`config.mk`:
```
export PLATFORM = sky130hd
export DESIGN_NAME = radix2_div_param_flat
export DESIGN_NICKNAME = d
export VERILOG_FILES = /design/src/rtl/radix2_div_param_if.sv /design/src/rtl/radix2_div_param.sv /design/src/flat_wrapper.sv
export SDC_FILE = /design/constraint.sdc
export NUM_CORES = 1
export LEC_CHECK = 0
export CAP_MARGIN = 5
export CORE_MARGIN = 10
export CORE_UTILIZATION = 25
export DETAILED_ROUTE_END_ITERATION = 6
export MAX_ROUTING_LAYER = met4
export PLACE_DENSITY = 0.52
export RECOVER_POWER = 100
export REMOVE_ABC_BUFFERS = 1
export SYNTH_ARGS = -nofsm -noshare
export SYNTH_HDL_FRONTEND = slang
export SYNTH_SLANG_ARGS = --single-unit
export TNS_END_PERCENT = 5
```
`constraint.sdc`:
```
create_clock -name clk -period 4.2 [get_ports clk]
set_clock_uncertainty 0.05 [all_clocks]
set_input_delay 1.05 -clock clk [delete_from_list [all_inputs] [get_ports clk]]
set_output_delay 1.05 -clock clk [all_outputs]
set_load 0.02 [all_outputs]
```
`src/rtl/radix2_div_param_if.sv`:
```
// Operand/result handshake bundle for the radix-2 divider.
interface radix2_div_param_if #(
    parameter int WIDTH = 8
);
    logic             opn_valid;
    logic             opn_ready;
    logic             sign;
    logic [WIDTH-1:0] dividend;
    logic [WIDTH-1:0] divisor;
    logic             res_valid;
    logic             res_ready;
    logic [WIDTH-1:0] quotient;
    logic [WIDTH-1:0] remainder;
    logic             div_zero;

    // Issue side: drives operands, consumes results.
    modport master (
        output opn_valid, sign, dividend, divisor, res_ready,
        input  opn_ready, res_valid, quotient, remainder, div_zero
    );

    // Divider side.
    modport slave (
        input  opn_valid, sign, dividend, divisor, res_ready,
        output opn_ready, res_valid, quotient, remainder, div_zero
    );
endinterface

```
`src/rtl/radix2_div_param.sv`:
```
// Shared multi-cycle divider: restoring radix-2, one quotient bit per clock,
// signed or unsigned per operation, with divide-by-zero short-circuit.
module radix2_div_param #(
    parameter int WIDTH = 8
) (
    input logic               clk,
    input logic               rst,
    radix2_div_param_if.slave bus
);
    localparam int CW = (WIDTH > 2) ? $clog2(WIDTH) : 1;
    localparam logic [CW-1:0] CNT_LAST = CW'(WIDTH - 1);

    typedef enum logic [1:0] {IDLE, CALC, FIX, DONE} state_t;

    state_t           state, state_nx;
    logic [CW-1:0]    cnt;
    logic [WIDTH-1:0] rem;        // partial remainder magnitude
    logic [WIDTH-1:0] dvd;        // dividend magnitude, shifts out as quotient shifts in
    logic [WIDTH-1:0] dvs;        // divisor magnitude
    logic             neg_dvd;    // signed op with negative dividend
    logic             neg_dvs;    // signed op with negative divisor
    logic [WIDTH-1:0] quotient;
    logic [WIDTH-1:0] remainder;
    logic             div_zero;
    logic             res_valid;

    logic             accept;
    logic             in_neg_dvd;
    logic             in_neg_dvs;
    logic [WIDTH:0]   rem_sh;
    logic [WIDTH:0]   trial;
    logic             qbit;

    assign accept     = bus.opn_valid && (state == IDLE);
    assign in_neg_dvd = bus.sign && bus.dividend[WIDTH-1];
    assign in_neg_dvs = bus.sign && bus.divisor[WIDTH-1];

    // One restoring step: the trial subtraction is one bit wider than the
    // operands so its MSB is a clean borrow, even for a 2^(WIDTH-1) divisor.
    assign rem_sh = {rem, dvd[WIDTH-1]};
    assign trial  = rem_sh - {1'b0, dvs};
    assign qbit   = ~trial[WIDTH];

    assign bus.opn_ready = (state == IDLE);
    assign bus.res_valid = res_valid;
    assign bus.quotient  = quotient;
    assign bus.remainder = remainder;
    assign bus.div_zero  = div_zero;

    // State register; reset aborts any operation in flight.
    always_ff @(posedge clk or posedge rst) begin
        if (rst) state <= IDLE;
        else     state <= state_nx;
    end

    // Next-state logic.
    always_comb begin
        state_nx = state;
        unique case (state)
            IDLE: if (accept) state_nx = (bus.divisor == '0) ? DONE : CALC;
            CALC: if (cnt == CNT_LAST) state_nx = FIX;
            FIX:  state_nx = DONE;
            DONE: if (bus.res_ready) state_nx = IDLE;
            default: state_nx = IDLE;
        endcase
    end

    // Datapath: operand capture, iteration, sign fix-up and result hold.
    always_ff @(posedge clk or posedge rst) begin
        if (rst) begin
            cnt       <= '0;
            rem       <= '0;
            dvd       <= '0;
            dvs       <= '0;
            neg_dvd   <= 1'b0;
            neg_dvs   <= 1'b0;
            quotient  <= '0;
            remainder <= '0;
            div_zero  <= 1'b0;
            res_valid <= 1'b0;
        end else begin
            unique case (state)
                IDLE: if (accept) begin
                    neg_dvd <= in_neg_dvd;
                    neg_dvs <= in_neg_dvs;
                    if (bus.divisor == '0) begin
                        quotient  <= '1;
                        remainder <= bus.dividend;
                        div_zero  <= 1'b1;
                        res_valid <= 1'b1;
                    end else begin
                        // Negating -2^(WIDTH-1) yields 2^(WIDTH-1) as unsigned.
                        dvd <= in_neg_dvd ? -bus.dividend : bus.dividend;
                        dvs <= in_neg_dvs ? -bus.divisor  : bus.divisor;
                        rem <= '0;
                        cnt <= '0;
                    end
                end
                CALC: begin
                    rem <= qbit ? trial[WIDTH-1:0] : rem_sh[WIDTH-1:0];
                    dvd <= {dvd[WIDTH-2:0], qbit};
                    cnt <= cnt + CW'(1);
                end
                FIX: begin
                    quotient  <= (neg_dvd ^ neg_dvs) ? -dvd : dvd;
                    remainder <= neg_dvd ? -rem : rem;
                    div_zero  <= 1'b0;
                    res_valid <= 1'b1;
                end
                DONE: if (bus.res_ready) res_valid <= 1'b0;
                default: ;
            endcase
        end
    end
endmodule

```
`src/flat_wrapper.sv`:
```
// flat-port wrapper written by rule: the top's interface ports become plain ports
module radix2_div_param_flat 
#(
    parameter int WIDTH = 8
)
  (clk, rst, bus_opn_valid, bus_sign, bus_dividend, bus_divisor, bus_res_ready, bus_opn_ready, bus_res_valid, bus_quotient, bus_remainder, bus_div_zero);
  radix2_div_param_if #(.WIDTH(WIDTH)) bus_i ();
  input logic clk;
  input logic rst;
  input wire logic [$bits(bus_i.opn_valid)-1:0] bus_opn_valid;
  input wire logic [$bits(bus_i.sign)-1:0] bus_sign;
  input wire logic [$bits(bus_i.dividend)-1:0] bus_dividend;
  input wire logic [$bits(bus_i.divisor)-1:0] bus_divisor;
  input wire logic [$bits(bus_i.res_ready)-1:0] bus_res_ready;
  output wire logic [$bits(bus_i.opn_ready)-1:0] bus_opn_ready;
  output wire logic [$bits(bus_i.res_valid)-1:0] bus_res_valid;
  output wire logic [$bits(bus_i.quotient)-1:0] bus_quotient;
  output wire logic [$bits(bus_i.remainder)-1:0] bus_remainder;
  output wire logic [$bits(bus_i.div_zero)-1:0] bus_div_zero;
  assign bus_i.opn_valid = bus_opn_valid;
  assign bus_i.sign = bus_sign;
  assign bus_i.dividend = bus_dividend;
  assign bus_i.divisor = bus_divisor;
  assign bus_i.res_ready = bus_res_ready;
  assign bus_opn_ready = bus_i.opn_ready;
  assign bus_res_valid = bus_i.res_valid;
  assign bus_quotient = bus_i.quotient;
  assign bus_remainder = bus_i.remainder;
  assign bus_div_zero = bus_i.div_zero;
  radix2_div_param #(.WIDTH(WIDTH)) u_core (.clk(clk), .rst(rst), .bus(bus_i));
endmodule
```
==> metrics.csv, run 1 <==
stage,metric,value,unit
final_layout,antenna_cells_inserted,0,
final_layout,layout.nets,455,
drt,num_vias,2755,
synthesis,post_synthesis_sequential_area_ratio,37.2,%
drt,wl,8250,um
clock_network,clk_root_buffer_cell,clkbuf_16,
drt,drt_first_iter_violations,130,
timing,worst_pin_slew,1860,ps
clock_network,clkSinkCount,49,
worst_setup_path,worst-path-max-fanout,23,
drt,wire_per_inst,14.0,um
worst_setup_path,cp-end-kind,flip-flop,
worst_setup_path,timing.critical_path.arrival,3580,ps
final_layout,most_common_cell_after_layout_fill_and_taps_aside,dfrtp_1,
clock_network,ctsHoldBuffers,0,
run,cap_viol_max_count,1,
clock_network,cts-resized-gates,0,
worst_setup_path,critPathLaunchType,primary input,
worst_hold_path,min-delay-path-class,flip-flop to flip-flop,
status,violations_in_the_final_reports,"capacitance limit, slew limit",
global_route,grt_first_pass_wirelength,14000,um
floorplan,initial_core_util,25.8,%
worst_setup_path,crit_required,4310,ps
synthesis,syn_inst,381,
clock_network,total_cts_buffers,5,
power_and_ir_drop,leakagePower,1.67,nW
timing,setup-violations-final,0,
global_route,groute.usage.overall,9.46,%
synthesis,synth_flop_cell,dfrtp_1,
power_and_ir_drop,power_density,808,mW/mm2
timing,finalCriticalPeriod,3460,ps
worst_setup_path,timing.critical_path.slowest_stage_cell,dlygate4sd3_1,
worst_setup_path,setup.worst_path.class,primary input to flip-flop,
clock_network,number_of_h_tree_levels,2,
timing,setup-tns-final,0,ps
placed_design,detailedPlacementHpwl,6470,um
worst_setup_path,crit_path_max_incr_delay,590,ps
final_layout,final_core_utilization,31.2,%
timing,max_slew_margin,-23.9,%
worst_setup_path,worstRegToRegCells,8,
global_route,maximum_number_of_pins_on_one_net_before_global_route_repair,50,
floorplan,die-width,135,um
placed_design,post_dp_cell_area,0.00383,mm2
final_layout,fillerInstances,1331,
worst_hold_path,worstHoldStart,u_core.bus.remainder[1],
floorplan,placementRows,41,
floorplan,core_area,0.0128,mm2
global_route,grt_overflow_total,0,
synthesis,ys.warnings.count,0,
status,status,"finished, violations left",
synthesis,number_of_distinct_library_cell_variants_in_the_gate_level_netlist_after_synthesis,54,
final_layout,syn_to_final_growth,21.1,%
synthesis,synth-async-reset-ratio,100,%
final_layout,final_layout_size_suffix_gt1_share,5.53,%
clock_network,postCtsSetupRepairBufs,0,
drt,avgViaCountPerCell,4.69,
power_and_ir_drop,power.ir.vdd_worst,0.243,mV
clock_network,clk_transition_reported_paths,70,ps
drt,route.detailed.drc,0,
timing,slew_violations,50,
timing,final-hold-violation-count,0,
placed_design,io_buffer_count,39,
floorplan,die_y,135,um
global_route,number_of_antenna_violations_at_the_first_check_in_global_routing,0,
worst_hold_path,hold_path_depth,2,
floorplan,dieArea,0.0182,mm2
clock_network,tritoncts,built,
timing,fmaxAchievable,289,MHz
timing,layout_worst_path_cycle_share,82.4,%
placed_design,globalplace.congestion,0.791,
clock_network,cts_buffer_depth,2,
drt,drt_pre_antenna_iters,4,
drt,drtAntennaViolNets,0,
final_layout,design_area_final,0.00399,mm2
worst_setup_path,cp_cell_sequence,dlygate4sd3_1 -> inv_1 -> ha_1 -> nor2b_1 -> a31oi_2 -> clkbuf_1 -> nor2_2 -> buf_4 -> a211oi_1 -> a21oi_1,
synthesis,synth_enable_flop_cells,0,
final_layout,layout.cells.most_common_list,"dfrtp_1 (49), nand2_1 (47), nor2_1 (34), o21ai_0 (34), a21oi_1 (33)",
floorplan,ios,40,
worst_setup_path,critical_path.reg2reg.endpoint,u_core.rem[0],
timing,rsz0062_at_grt,no,
worst_setup_path,r2r_slack,1330,ps
global_route,grt_pass1_vias,2774,
clock_network,clock_latency,290,ps
synthesis,synth-seq-cells,49,
synthesis,avgSynthCellArea,8.65,um2
synthesis,syn_area,0.00329,mm2
worst_setup_path,r2r-start,u_core.dvd[7],
worst_hold_path,whs_endpoint,u_core.bus.remainder[1],
[registers in the layout, indices dropped and copies added, names as in the netlist, 2 cells and up]
signal,cells
u_core.bus.quotient,8
u_core.bus.remainder,8
u_core.dvd,8
u_core.dvs,8
u_core.rem,8
u_core.cnt,3
u_core.state,2
[per-stage QoR]
| stage | instances | hold slack, ps | total power, mW | setup WS (ps) |
|---|---|---|---|---|
| after floorplan | 365 | 404 | 2.21 | 1500 |
| after global placement | 580 | 416 | 2.78 | 846 |
| after detailed placement | 580 | 422 | 2.81 | 749 |
| after CTS | 588 | 438 | 3.34 | 1070 |
| after global routing | 588 | 445 | 3.55 | 486 |
| final | 588 | 426 | 3.22 | 738 |
[critical path: cells and delay by family]
family	cells	cell delay, ps
AO/OA/AOI/OAI	3	500
adder cells (fa/ha/maj)	1	220
buffers and inverters	4	1460
AND/OR/NAND/NOR	2	340
[worst max path at each step]
stage	from	to	slack (ps)
3_3_place_gp	bus_divisor[0]	u_core.bus.quotient[3]	850
2_1_floorplan	bus_divisor[0]	u_core.dvd[7]	1500
3_5_place_dp	bus_divisor[1]	u_core.bus.quotient[3]	750
5_1_grt	bus_divisor[0]	u_core.bus.quotient[3]	490
6_report	bus_divisor[0]	u_core.dvd[7]	740
4_1_cts	bus_divisor[1]	u_core.bus.quotient[7]	1070
[where the power goes]
part / total [mW] / internal (mW) / switching, mW
sequential: 0.893 / 0.693 / 0.199
combinational: 1.82 / 0.755 / 1.06
clock: 0.511 / 0.340 / 0.171
[area by class of cell]
class / instances / area (um2) / area share [%]
repair buffers: 43 / 417 / 10.4
well taps: 172 / 215 / 5.40
clock inverters: 3 / 65.1 / 1.63
multi-input cells: 290 / 1840 / 46.2
inverters: 26 / 97.6 / 2.45
flip-flops and latches: 49 / 1230 / 30.7
clock buffers: 5 / 125 / 3.14
[metal layers]
layer / GRT usage (%) / up-vias / wire, um
met4: 2.36 / 0 / 130
met5: - / - / 0
met1: 12.1 / 1295 / 4010
met2: 15.2 / 43 / 3790
met3: 1.59 / 10 / 308
li1: - / 1407 / -
[Yosys cell counts, types with 5 or more instances]
cell       n  area (um2)
dfrtp_1   49        1230
nand2_1   47         176
nor2_1    34         128
o21ai_0   34         170
a21oi_1   33         165
inv_1     25        93.8
ha_1      18         225
xnor2_1   17         149
mux2i_1   11         110
buf_2      8        40.0
nand4_1    8        50.1
nor3_1     8        40.0
a31oi_1    6        37.5
nand3_1    6        30.0
nor2b_1    5        31.3
o211ai_1   5        37.5
o31ai_1    5        37.5
[cell families after synthesis]
logic type,share of synthesized area (%)
XOR/XNOR,5.58
adder cells (fa/ha/maj),7.44
AO/OA/AOI/OAI,20.4
AND/OR/NAND/NOR,18.9
multiplexers,4.37
buffers and inverters,6.08
flip-flops,37.2
Note: power is estimated with default switching activity, not from simulation.
==> run 2: changes to the inputs <==
==> constraint.sdc (replaced) <==
create_clock -name clk -period 3.2 [get_ports clk]
set_clock_uncertainty 0.05 [all_clocks]
set_input_delay 0.8 -clock clk [delete_from_list [all_inputs] [get_ports clk]]
set_output_delay 0.8 -clock clk [all_outputs]
set_load 0.02 [all_outputs]
==> run 2 against run 1 <==
  * Via count up 4.1%
  * Count of clock-buffer cells in the layout grew 1
  * Clock power is 3% higher
  * The run now ends clean
  * Power rose by 30%
  * Global-route usage grew 0.21 points
  * Critical endpoint is now u_core.rem[5]
  * Sequential power is 31% higher
  * Flip-flop and latch count stayed put
  * Wire length grew 3.7%
  * Non-clock buffer count grew 11
  * Critical path depth is 2 lower
==> metrics.csv, run 2 (synthesized netlist as in run 1, its figures left out) <==
stage,metric,value,unit
global_route,number_of_antenna_violations_at_the_first_check_in_global_routing,0,
clock_network,cts-resized-gates,0,
global_route,groute.usage.overall,9.67,%
timing,finalCriticalPeriod,2970,ps
power_and_ir_drop,power.net_switching,1.92,mW
worst_setup_path,cp-end-kind,flip-flop,
clock_network,clk_transition_reported_paths,70,ps
drt,drtAntennaViolNets,0,
power_and_ir_drop,power.clock.fraction,12.6,%
power_and_ir_drop,power.share.switching,46.0,%
power_and_ir_drop,power.share.sequential,28.0,%
timing,layout_worst_path_cycle_share,92.8,%
worst_hold_path,hold_path_depth,2,
final_layout,most_common_cell_after_layout_fill_and_taps_aside,dfrtp_1,
clock_network,tritoncts,built,
final_layout,layout.cells.most_common_list,"dfrtp_1 (49), nand2_1 (47), nor2_1 (35), o21ai_0 (34), a21oi_1 (33)",
floorplan,dieArea,0.0182,mm2
worst_setup_path,worstRegToRegCells,8,
power_and_ir_drop,internal,2.26,mW
power_and_ir_drop,power_density,1040,mW/mm2
timing,fmaxAchievable,337,MHz
final_layout,layout.nets,466,
floorplan,core_area,0.0128,mm2
drt,avgViaCountPerCell,4.80,
placed_design,detailedPlacementHpwl,6830,um
timing,setup-tns-final,0,ps
status,status,finished clean,
worst_setup_path,crit_required,3350,ps
floorplan,ios,40,
clock_network,number_of_h_tree_levels,2,
drt,drt_first_iter_violations,145,
worst_setup_path,timing.critical_path.arrival,3120,ps
power_and_ir_drop,combPwrFrac,59.4,%
drt,wire_per_inst,14.3,um
floorplan,initial_core_util,25.8,%
floorplan,placementRows,41,
final_layout,final_layout_size_suffix_gt1_share,6.34,%
power_and_ir_drop,leakagePower,1.68,nW
worst_setup_path,setup.worst_path.class,primary input to flip-flop,
drt,route.detailed.drc,0,
drt,drt_pre_antenna_iters,4,
timing,slew_violations,0,
power_and_ir_drop,power.ir.vdd_worst,0.300,mV
placed_design,globalplace.congestion,0.809,
clock_network,clk_root_buffer_cell,clkbuf_16,
final_layout,antenna_cells_inserted,0,
clock_network,cts_buffer_depth,2,
timing,max_slew_margin,30.7,%
global_route,maximum_number_of_pins_on_one_net_before_global_route_repair,21,
timing,worst_pin_slew,1040,ps
global_route,grt_pass1_vias,2782,
placed_design,io_buffer_count,39,
clock_network,clkSinkCount,49,
final_layout,final_core_utilization,31.4,%
final_layout,syn_to_final_growth,21.7,%
drt,num_vias,2869,
worst_setup_path,worst-path-max-fanout,12,
run,cap_viol_max_count,0,
clock_network,postCtsSetupRepairBufs,0,
clock_network,ctsHoldBuffers,0,
timing,final-hold-violation-count,0,
global_route,grt_first_pass_wirelength,14200,um
clock_network,total_cts_buffers,5,
timing,setup-violations-final,0,
global_route,grt_overflow_total,0,
floorplan,die-width,135,um
timing,rsz0062_at_grt,no,
drt,wl,8550,um
worst_setup_path,critPathLaunchType,primary input,
clock_network,clock_latency,290,ps
floorplan,die_y,135,um
worst_hold_path,min-delay-path-class,flip-flop to flip-flop,
[run 2: cell count changes in the layout (fill, tap and decap cells not counted), sizes merged]
| cell | change |
|---|---|
| dlygate4sd3 | -1 |
| bufinv | -2 |
| clkbuf | +7 |
| clkinvlp | +1 |
| clkinv | -1 |
| clkdlybuf4s50 | +1 |
| buf | +5 |
[run 2: final cells by class]
class	instances	area [um2]
Timing Repair Buffer	54	477
Inverter	26	97.6
Fill cell	1328	8760
Clock buffer	6	139
Multi-Input combinational cell	290	1850
Sequential cell	49	1230
Tap cell	172	215
Clock inverter	1	7.51
[run 2: path summary, 6_finish.rpt]
check	endpoint	slack, ps	start
max in group asynchronous	u_core.dvd[4]	710	rst
hold / removal	u_core.bus.remainder[3]	420	u_core.bus.remainder[3]
hold reg to reg	u_core.bus.remainder[3]	420	u_core.bus.remainder[3]
setup reg to reg	u_core.rem[1]	270	u_core.dvd[7]
min in group asynchronous	u_core.state[0]	1010	rst
setup / recovery	u_core.rem[5]	230	bus_divisor[0]
[run 2: per-stage QoR]
step / instance area (um2) / hold slack [ps] / worst slack (ps) / power [mW] / cells
3_5_place_dp: 3910 / 426 / -79.8 / 3.76 / 591
6_report: 4010 / 424 / 230 / 4.18 / 598
3_3_place_gp: 3910 / 416 / 64.3 / 3.71 / 591
5_1_grt: 4010 / 460 / 91.0 / 4.58 / 598
2_1_floorplan: 3190 / 404 / 747 / 2.90 / 365
4_1_cts: 4060 / 441 / 217 / 4.31 / 598
[run 2: layer usage]
layer,vias to the layer above,track usage (%),part of all wire [%]
li1,1424,-,-
met1,1391,11.8,47
met2,44,15.9,47
met3,10,1.74,4.4
met4,0,2.78,1.8
met5,-,-,0
[run 2: power groups by stage]
stage	clock network [mW]	logic [mW]	registers, mW
after CTS	0.542	2.59	1.18
after global routing	0.564	2.79	1.22
after floorplan	0	1.65	1.24
after detailed placement	0	2.58	1.19
after global placement	0	2.53	1.18
final	0.528	2.48	1.17
[run 2: critical path, stage by stage]
cell and delay [ps]:
clkdlybuf4s50_1 520, inv_1 60, ha_1 220, nor2b_1 150, and3_1 180, o22ai_1 750
o21ai_0 230, o211ai_1 220
==> run 3: changes to the inputs <==
--- a/config.mk
+++ b/config.mk
@@ -5,7 +5,6 @@
 export SDC_FILE = /design/constraint.sdc
 export NUM_CORES = 1
 export LEC_CHECK = 0
-export CAP_MARGIN = 5
 export CORE_MARGIN = 10
 export CORE_UTILIZATION = 25
 export DETAILED_ROUTE_END_ITERATION = 6
@@ -13,6 +12,7 @@
 export PLACE_DENSITY = 0.52
 export RECOVER_POWER = 100
 export REMOVE_ABC_BUFFERS = 1
+export SLEW_MARGIN = 20
 export SYNTH_ARGS = -nofsm -noshare
 export SYNTH_HDL_FRONTEND = slang
 export SYNTH_SLANG_ARGS = --single-unit
==> results of run 3 <==
Same layout as run 2: the final DEF is identical, and so are final timing and power.
